$ cat src/rtl/gol_pkg.sv
// Shared constants and state encoding for the Game-of-Life frame streamer.
// Top-level parameters default to these values so the two stay in step.
package gol_pkg;
    localparam int ROWS      = 16;
    localparam int COLS      = 16;
    localparam int GRID_W    = ROWS * COLS;
    localparam int ROW_IDX_W = $clog2(ROWS);

    typedef enum logic {
        IDLE = 1'b0,
        SEND = 1'b1
    } stream_state_t;
endpackage

$ cat src/rtl/gol_grid_history.sv
// Holds the captured grid plus two generations of history.
// Classifies the latest capture as still life, period-2 oscillator or extinct.
module gol_grid_history #(
    parameter int GRID_W = gol_pkg::GRID_W
) (
    input  logic              clk,
    input  logic              reset,
    input  logic              load_i,
    input  logic [GRID_W-1:0] grid_i,
    output logic [GRID_W-1:0] snapshot_o,
    output logic              still_life_o,
    output logic              osc2_o,
    output logic              extinct_o
);
    logic [GRID_W-1:0] snap_q, snap_d;
    logic [GRID_W-1:0] prev1_q, prev1_d;
    logic [GRID_W-1:0] prev2_q, prev2_d;
    logic              valid_q, valid_d;
    // Number of captures that preceded the one held in snap_q, saturating at 2.
    logic [1:0]        depth_q, depth_d;

    always_ff @(posedge clk or posedge reset) begin
        if (reset) begin
            snap_q  <= '0;
            prev1_q <= '0;
            prev2_q <= '0;
            valid_q <= 1'b0;
            depth_q <= 2'd0;
        end else begin
            snap_q  <= snap_d;
            prev1_q <= prev1_d;
            prev2_q <= prev2_d;
            valid_q <= valid_d;
            depth_q <= depth_d;
        end
    end

    always_comb begin
        snap_d  = snap_q;
        prev1_d = prev1_q;
        prev2_d = prev2_q;
        valid_d = valid_q;
        depth_d = depth_q;
        if (load_i) begin
            snap_d  = grid_i;
            prev1_d = snap_q;
            prev2_d = prev1_q;
            valid_d = 1'b1;
            if (!valid_q)
                depth_d = 2'd0;
            else if (depth_q != 2'd2)
                depth_d = depth_q + 2'd1;
        end
    end

    assign snapshot_o   = snap_q;
    assign still_life_o = valid_q && (depth_q != 2'd0) && (snap_q == prev1_q);
    assign osc2_o       = valid_q && (depth_q == 2'd2) && (snap_q == prev2_q) && (snap_q != prev1_q);
    assign extinct_o    = valid_q && (snap_q == '0);
endmodule

$ cat src/rtl/gol_frame_streamer.sv
// Snapshots the Game-of-Life grid on each generation strobe and streams it
// out one row per beat over valid/ready; strobes arriving mid-frame are dropped.
module gol_frame_streamer #(
    parameter int ROWS  = gol_pkg::ROWS,
    parameter int COLS  = gol_pkg::COLS,
    parameter int GEN_W = 16
) (
    input  logic                     clk,
    input  logic                     reset,
    input  logic [ROWS*COLS-1:0]     q,
    input  logic                     gen_valid,
    output logic [COLS-1:0]          row_data,
    output logic [$clog2(ROWS)-1:0]  row_idx,
    output logic                     row_valid,
    input  logic                     row_ready,
    output logic                     row_last,
    output logic                     busy,
    output logic [GEN_W-1:0]         gen_count,
    output logic [7:0]               drop_count,
    output logic                     still_life,
    output logic                     osc2,
    output logic                     extinct
);
    // Handshake: a row transfers on any rising edge where row_valid && row_ready;
    // once row_valid rises, it and the row fields hold until that transfer.
    localparam int                IDX_W    = $clog2(ROWS);
    localparam logic [IDX_W-1:0]  LAST_IDX = IDX_W'(ROWS - 1);

    gol_pkg::stream_state_t state_q, state_d;
    logic [IDX_W-1:0]       idx_q, idx_d;
    logic [GEN_W-1:0]       gen_q, gen_d;
    logic [7:0]             drop_q, drop_d;
    logic                   capture;
    logic [ROWS*COLS-1:0]   snapshot;
    logic [COLS-1:0]        row_sel;

    assign capture = (state_q == gol_pkg::IDLE) && gen_valid;

    gol_grid_history #(.GRID_W(ROWS * COLS)) u_history (
        .clk          (clk),
        .reset        (reset),
        .load_i       (capture),
        .grid_i       (q),
        .snapshot_o   (snapshot),
        .still_life_o (still_life),
        .osc2_o       (osc2),
        .extinct_o    (extinct)
    );

    always_ff @(posedge clk or posedge reset) begin
        if (reset) begin
            state_q <= gol_pkg::IDLE;
            idx_q   <= '0;
            gen_q   <= '0;
            drop_q  <= 8'd0;
        end else begin
            state_q <= state_d;
            idx_q   <= idx_d;
            gen_q   <= gen_d;
            drop_q  <= drop_d;
        end
    end

    always_comb begin
        state_d = state_q;
        idx_d   = idx_q;
        gen_d   = gen_q;
        drop_d  = drop_q;
        case (state_q)
            gol_pkg::IDLE: begin
                if (gen_valid) begin
                    state_d = gol_pkg::SEND;
                    idx_d   = '0;
                    gen_d   = gen_q + GEN_W'(1);
                end
            end
            gol_pkg::SEND: begin
                if (row_ready) begin
                    if (idx_q == LAST_IDX) begin
                        state_d = gol_pkg::IDLE;
                        idx_d   = '0;
                    end else begin
                        idx_d = idx_q + IDX_W'(1);
                    end
                end
                if (gen_valid && (drop_q != 8'hFF))
                    drop_d = drop_q + 8'd1;
            end
            default: state_d = gol_pkg::IDLE;
        endcase
    end

    // Row 0 sits in the most significant COLS bits of the grid.
    always_comb begin
        row_sel = snapshot[(ROWS - int'(idx_q)) * COLS - 1 -: COLS];
    end

    assign busy       = (state_q == gol_pkg::SEND);
    assign row_valid  = busy;
    assign row_idx    = idx_q;
    assign row_last   = busy && (idx_q == LAST_IDX);
    assign row_data   = busy ? row_sel : '0;
    assign gen_count  = gen_q;
    assign drop_count = drop_q;
endmodule

$ cat config.mk
export PLATFORM = sky130hd
export DESIGN_NAME = gol_frame_streamer
export DESIGN_NICKNAME = d
export VERILOG_FILES = /design/src/rtl/gol_pkg.sv /design/src/rtl/gol_grid_history.sv /design/src/rtl/gol_frame_streamer.sv
export SDC_FILE = /design/constraint.sdc
export NUM_CORES = 2
export LEC_CHECK = 0
export BUFFER_PORTS_ARGS = -buffer_cell sky130_fd_sc_hd__buf_2
export CELL_PAD_IN_SITES_DETAIL_PLACEMENT = 0
export CELL_PAD_IN_SITES_GLOBAL_PLACEMENT = 1
export CORE_UTILIZATION = 50
export DETAILED_ROUTE_END_ITERATION = 8
export GPL_TIMING_DRIVEN = 0
export PLACE_DENSITY_LB_ADDON = 0.1
export SYNTH_ARGS = -nofsm -noshare
export SYNTH_HDL_FRONTEND = slang
export SYNTH_SLANG_ARGS = --single-unit
$ cat constraint.sdc
create_clock -name clk -period 55.7 [get_ports clk]
set_input_delay 11.14 -clock clk [delete_from_list [all_inputs] [get_ports clk]]
set_output_delay 11.14 -clock clk [all_outputs]
set_load 0.02 [all_outputs]
==> impl_results.md <==
- Initial DRT Pass Iterations: 9
- Endpoint type of the worst setup path: output port
- CTS Buf Count: between 80 and 90
- Endpoints failing setup: 0
- H-tree levels: 3
- Antenna-violating nets left: 0
- Sequential element share of the synthesized area: between 50% and 60%
- Mapped cell area: 38400 µm²
- Post-CTS setup buffers: 0
- DP Wirelength: around 160000 µm
- Synthesized Nets: between 4000 and 5000
- Yosys warns: 0
- Worst-path maximum fanout: 10
- CTS Root Cell: clkbuf_16
- Prevailing post-synth register cell: dfrtp_1
- Clock transition at path regs: roughly 0.060 ns
- Largest net degree at the start of global routing: 131
- CP Data Arrival Time: roughly 6.3 ns
- First-pass GRT wire length: about 270000 µm
- PD cells: roughly 76 nW/µm²
- Mean Syn Cell Area: slightly below 9 µm²
- Final WL: ~200000 µm
- # fillers: ~6800
- Max-slew headroom: -11.5%
- Congestion Overflow GR: 0
- Top post-synthesis cells by area: dfrtp_1, nand2_1, xnor2_1
- Hold Fails Final Rpt: 0
- Clk sinks: 800
- Setup Skew: 0.0213 ns
- Synth top area share: a little over half
- Max-slew violations: 26
- RSZ-0062 raised after global routing: false
- WL/cell: 33.7 µm
- Core box area: between 70000 and 80000 µm²
- Port bufs: a little over 300
- DR vias/cell: 6.14
- Yosys top cell by area: dfrtp_1
- Initial Util: 50.6%
- Mapped Cells: ~4400
- Clock Latency Late Sink: 0.70 ns
- Routed vias: approximately 36000
- CTS Hold Bufs: 0
- Post-synth EDFFs: 0
- Maximum VDD drop: 0.0395 mV
- Initial DRC count: slightly above 6000
- WP data required: roughly 45 ns
- Crit path time final: 17.39 ns
- Distinct cells, synth: 50
- Pleak: roughly 0.022 µW
- Synth Register Bits: 800
- I/O Pins: 310
- Worst setup SP type: register
- RD Place Congestion: between 1 and 1.5
- FP Rows: slightly above 100
- Initial antenna violation count: 32
- Failing checks: max-capacitance violations, max-slew violations
- Area growth, synth to finish: 15.9%
- Post-route setup TNS: 0 ns
- WS Path Type: reg2out
- CTS resizes: 0
- Status: complete, but fails checks
- Tcrit/Tclk final: a little under a third
- Min-delay worst type: reg2reg
- Async SR Flop Fraction: between 90% and 100%
- Max-cap viol count: 4
- GRT Total Usage: between 50% and 60%
- Worst slew pin tran: ~1.7 ns
- CTS Buffer Depth: 3
- Fmax: ~0.058 GHz
- Chip height: 279 µm
- CTS tree: done
- DRC viols: 0
- Die width: around 280 µm
- Final #Nets: between 5000 and 6000
- Share of layout cells above drive strength 1: between 10% and 20%
- Die area: between 70000 and 80000 µm²
- Total Power: 3400 µW
- Vias in the first global route: roughly 33000
## kinds of logic (layout without fill, tap and decap cells)
logic type | Yosys count | after routing | share of synthesized area [%]
buffers and inverters | 370 | 851 | 3.70
AOI/OAI and AO/OA | 328 | 328 | 5.28
muxes | 82 | 82 | 3.74
and+or+nand+nor | 2353 | 2353 | 25.0
xor gates and xnor gates | 440 | 440 | 10.0
DFF | 800 | 800 | 52.1
other | 0 | 10 | 0
adders and majority gates | 6 | 6 | 0.195
## flip-flops by register name (all words and copies together), names as in the netlist
register / count
gen_count: 16
drop_count: 8
u_history.depth_q: 2
u_history.valid_q: 1
u_history.snapshot_o: 256
row_idx: 4
u_history.prev1_q: 256
u_history.prev2_q: 256
busy: 1
## worst max-delay path, stage by stage (launching register included)
cell and delay [ns]:
dfrtp_1 0.39, buf_2 0.62, buf_4 0.43, buf_4 0.29, clkinv_1 0.33, ha_1 0.45, buf_2 0.40, clkbuf_1 0.64
mux4_2 0.42, mux2i_1 0.80, o21ai_0 0.23, a22oi_1 0.27, nor2b_1 0.09, buf_2 0.17
## metal layers
layer  part of all wire [%]  vias up  track usage, %
met4                    9.8       22            38.9
met2                     40     2782            71.3
met3                     14      803            21.4
li1                       -    15000               -
met5                  0.085        -           0.250
met1                     35    17600            62.8
## final cells by class
type	count	area, µm²	share of cell area, %
clock inverter	32	400	0.898
clock buffer	132	2650	5.95
timing repair buffer	317	1740	3.91
antenna	10	25.0	0.0561
buffer	266	1030	2.31
sequential	800	20000	44.9
inverter	104	398	0.893
tap	1030	1290	2.89
multi-input combinational	3209	17000	38.2
## stage by stage
step	worst slack, ns	cell area [µm²]	hold WS (ns)	util, %	instances
final	38.31	44600	0.470	58.7	5900
after CTS	38.84	44500	0.475	58.6	5889
after global routing	38.27	44500	0.492	58.6	5891
after detailed placement	39.53	41500	0.460	54.6	5725
after global placement	12.78	41300	0.456	54.4	5718
after floorplan	22.09	38400	0.459	-	4379
## cells in the final DEF, fill, tap and decap left out, types with 4 or more instances in the layout
| master | instances |
|---|---|
| a21oi_1 | 13 |
| a221oi_1 | 16 |
| a22o_1 | 8 |
| a22oi_1 | 33 |
| buf_1 | 9 |
| buf_16 | 7 |
| buf_2 | 324 |
| buf_4 | 4 |
| bufinv_16 | 7 |
| clkbuf_1 | 257 |
| clkbuf_16 | 90 |
| clkbuf_8 | 24 |
| clkinv_2 | 15 |
| dfrtp_1 | 800 |
| diode_2 | 10 |
| ha_1 | 6 |
| inv_1 | 102 |
| inv_6 | 4 |
| mux2_2 | 10 |
| mux2i_1 | 24 |
| mux4_2 | 47 |
| nand2_1 | 2026 |
| nand2b_1 | 9 |
| nand3_1 | 17 |
| nand4_1 | 104 |
| nor2_1 | 22 |
| nor2b_1 | 19 |
| nor3_1 | 10 |
| nor4_1 | 132 |
| o2111ai_1 | 5 |
| o211ai_1 | 14 |
| o21ai_0 | 176 |
| o22ai_1 | 32 |
| o2bb2ai_1 | 21 |
| xnor2_1 | 267 |
| xor2_1 | 172 |
## path summary, 6_finish.rpt
| kind | endpoint | slack, ns | depth (start not counted) | startpoint |
|---|---|---|---|---|
| max | row_data[7] | 38.31 | 13 | row_idx[0] |
| min | gen_count[15] | 0.47 | 1 | gen_count[15] |
| max reg2reg | u_history.prev2_q[254] | 51.61 | 8 | busy |
| min reg2reg | gen_count[15] | 0.47 | 1 | gen_count[15] |
| max in group asynchronous | u_history.snapshot_o[150] | 42.99 | 5 | reset |
| min in group asynchronous | u_history.snapshot_o[23] | 10.54 | 2 | reset |
## synthesized netlist by cell type, types with 2 or more instances
cell type	count
nand2_1	2026
nor2_1	22
buf_2	14
a22oi_1	33
clkbuf_1	239
ha_1	6
mux4_2	47
xor2_1	172
a221oi_1	16
nand4_1	104
o211ai_1	14
xnor2_1	267
mux2i_1	24
o22ai_1	32
and3_1	3
nor2b_1	19
or4_1	3
mux2_2	10
a21oi_1	13
inv_1	103
dfrtp_1	800
buf_4	4
o2111ai_1	5
nand2b_1	9
o21ai_0	176
buf_1	9
nor4_1	133
nand3_1	17
nor3_1	10
o221ai_1	2
o2bb2ai_1	21
a22o_1	8
## report_power, final
group	leakage, µW	switching (µW)	internal [µW]
clock	0.00151	260	363
sequential	0.0104	394	820
combinational	0.0104	1120	442
No activity file was read; power rests on OpenSTA's default activity.
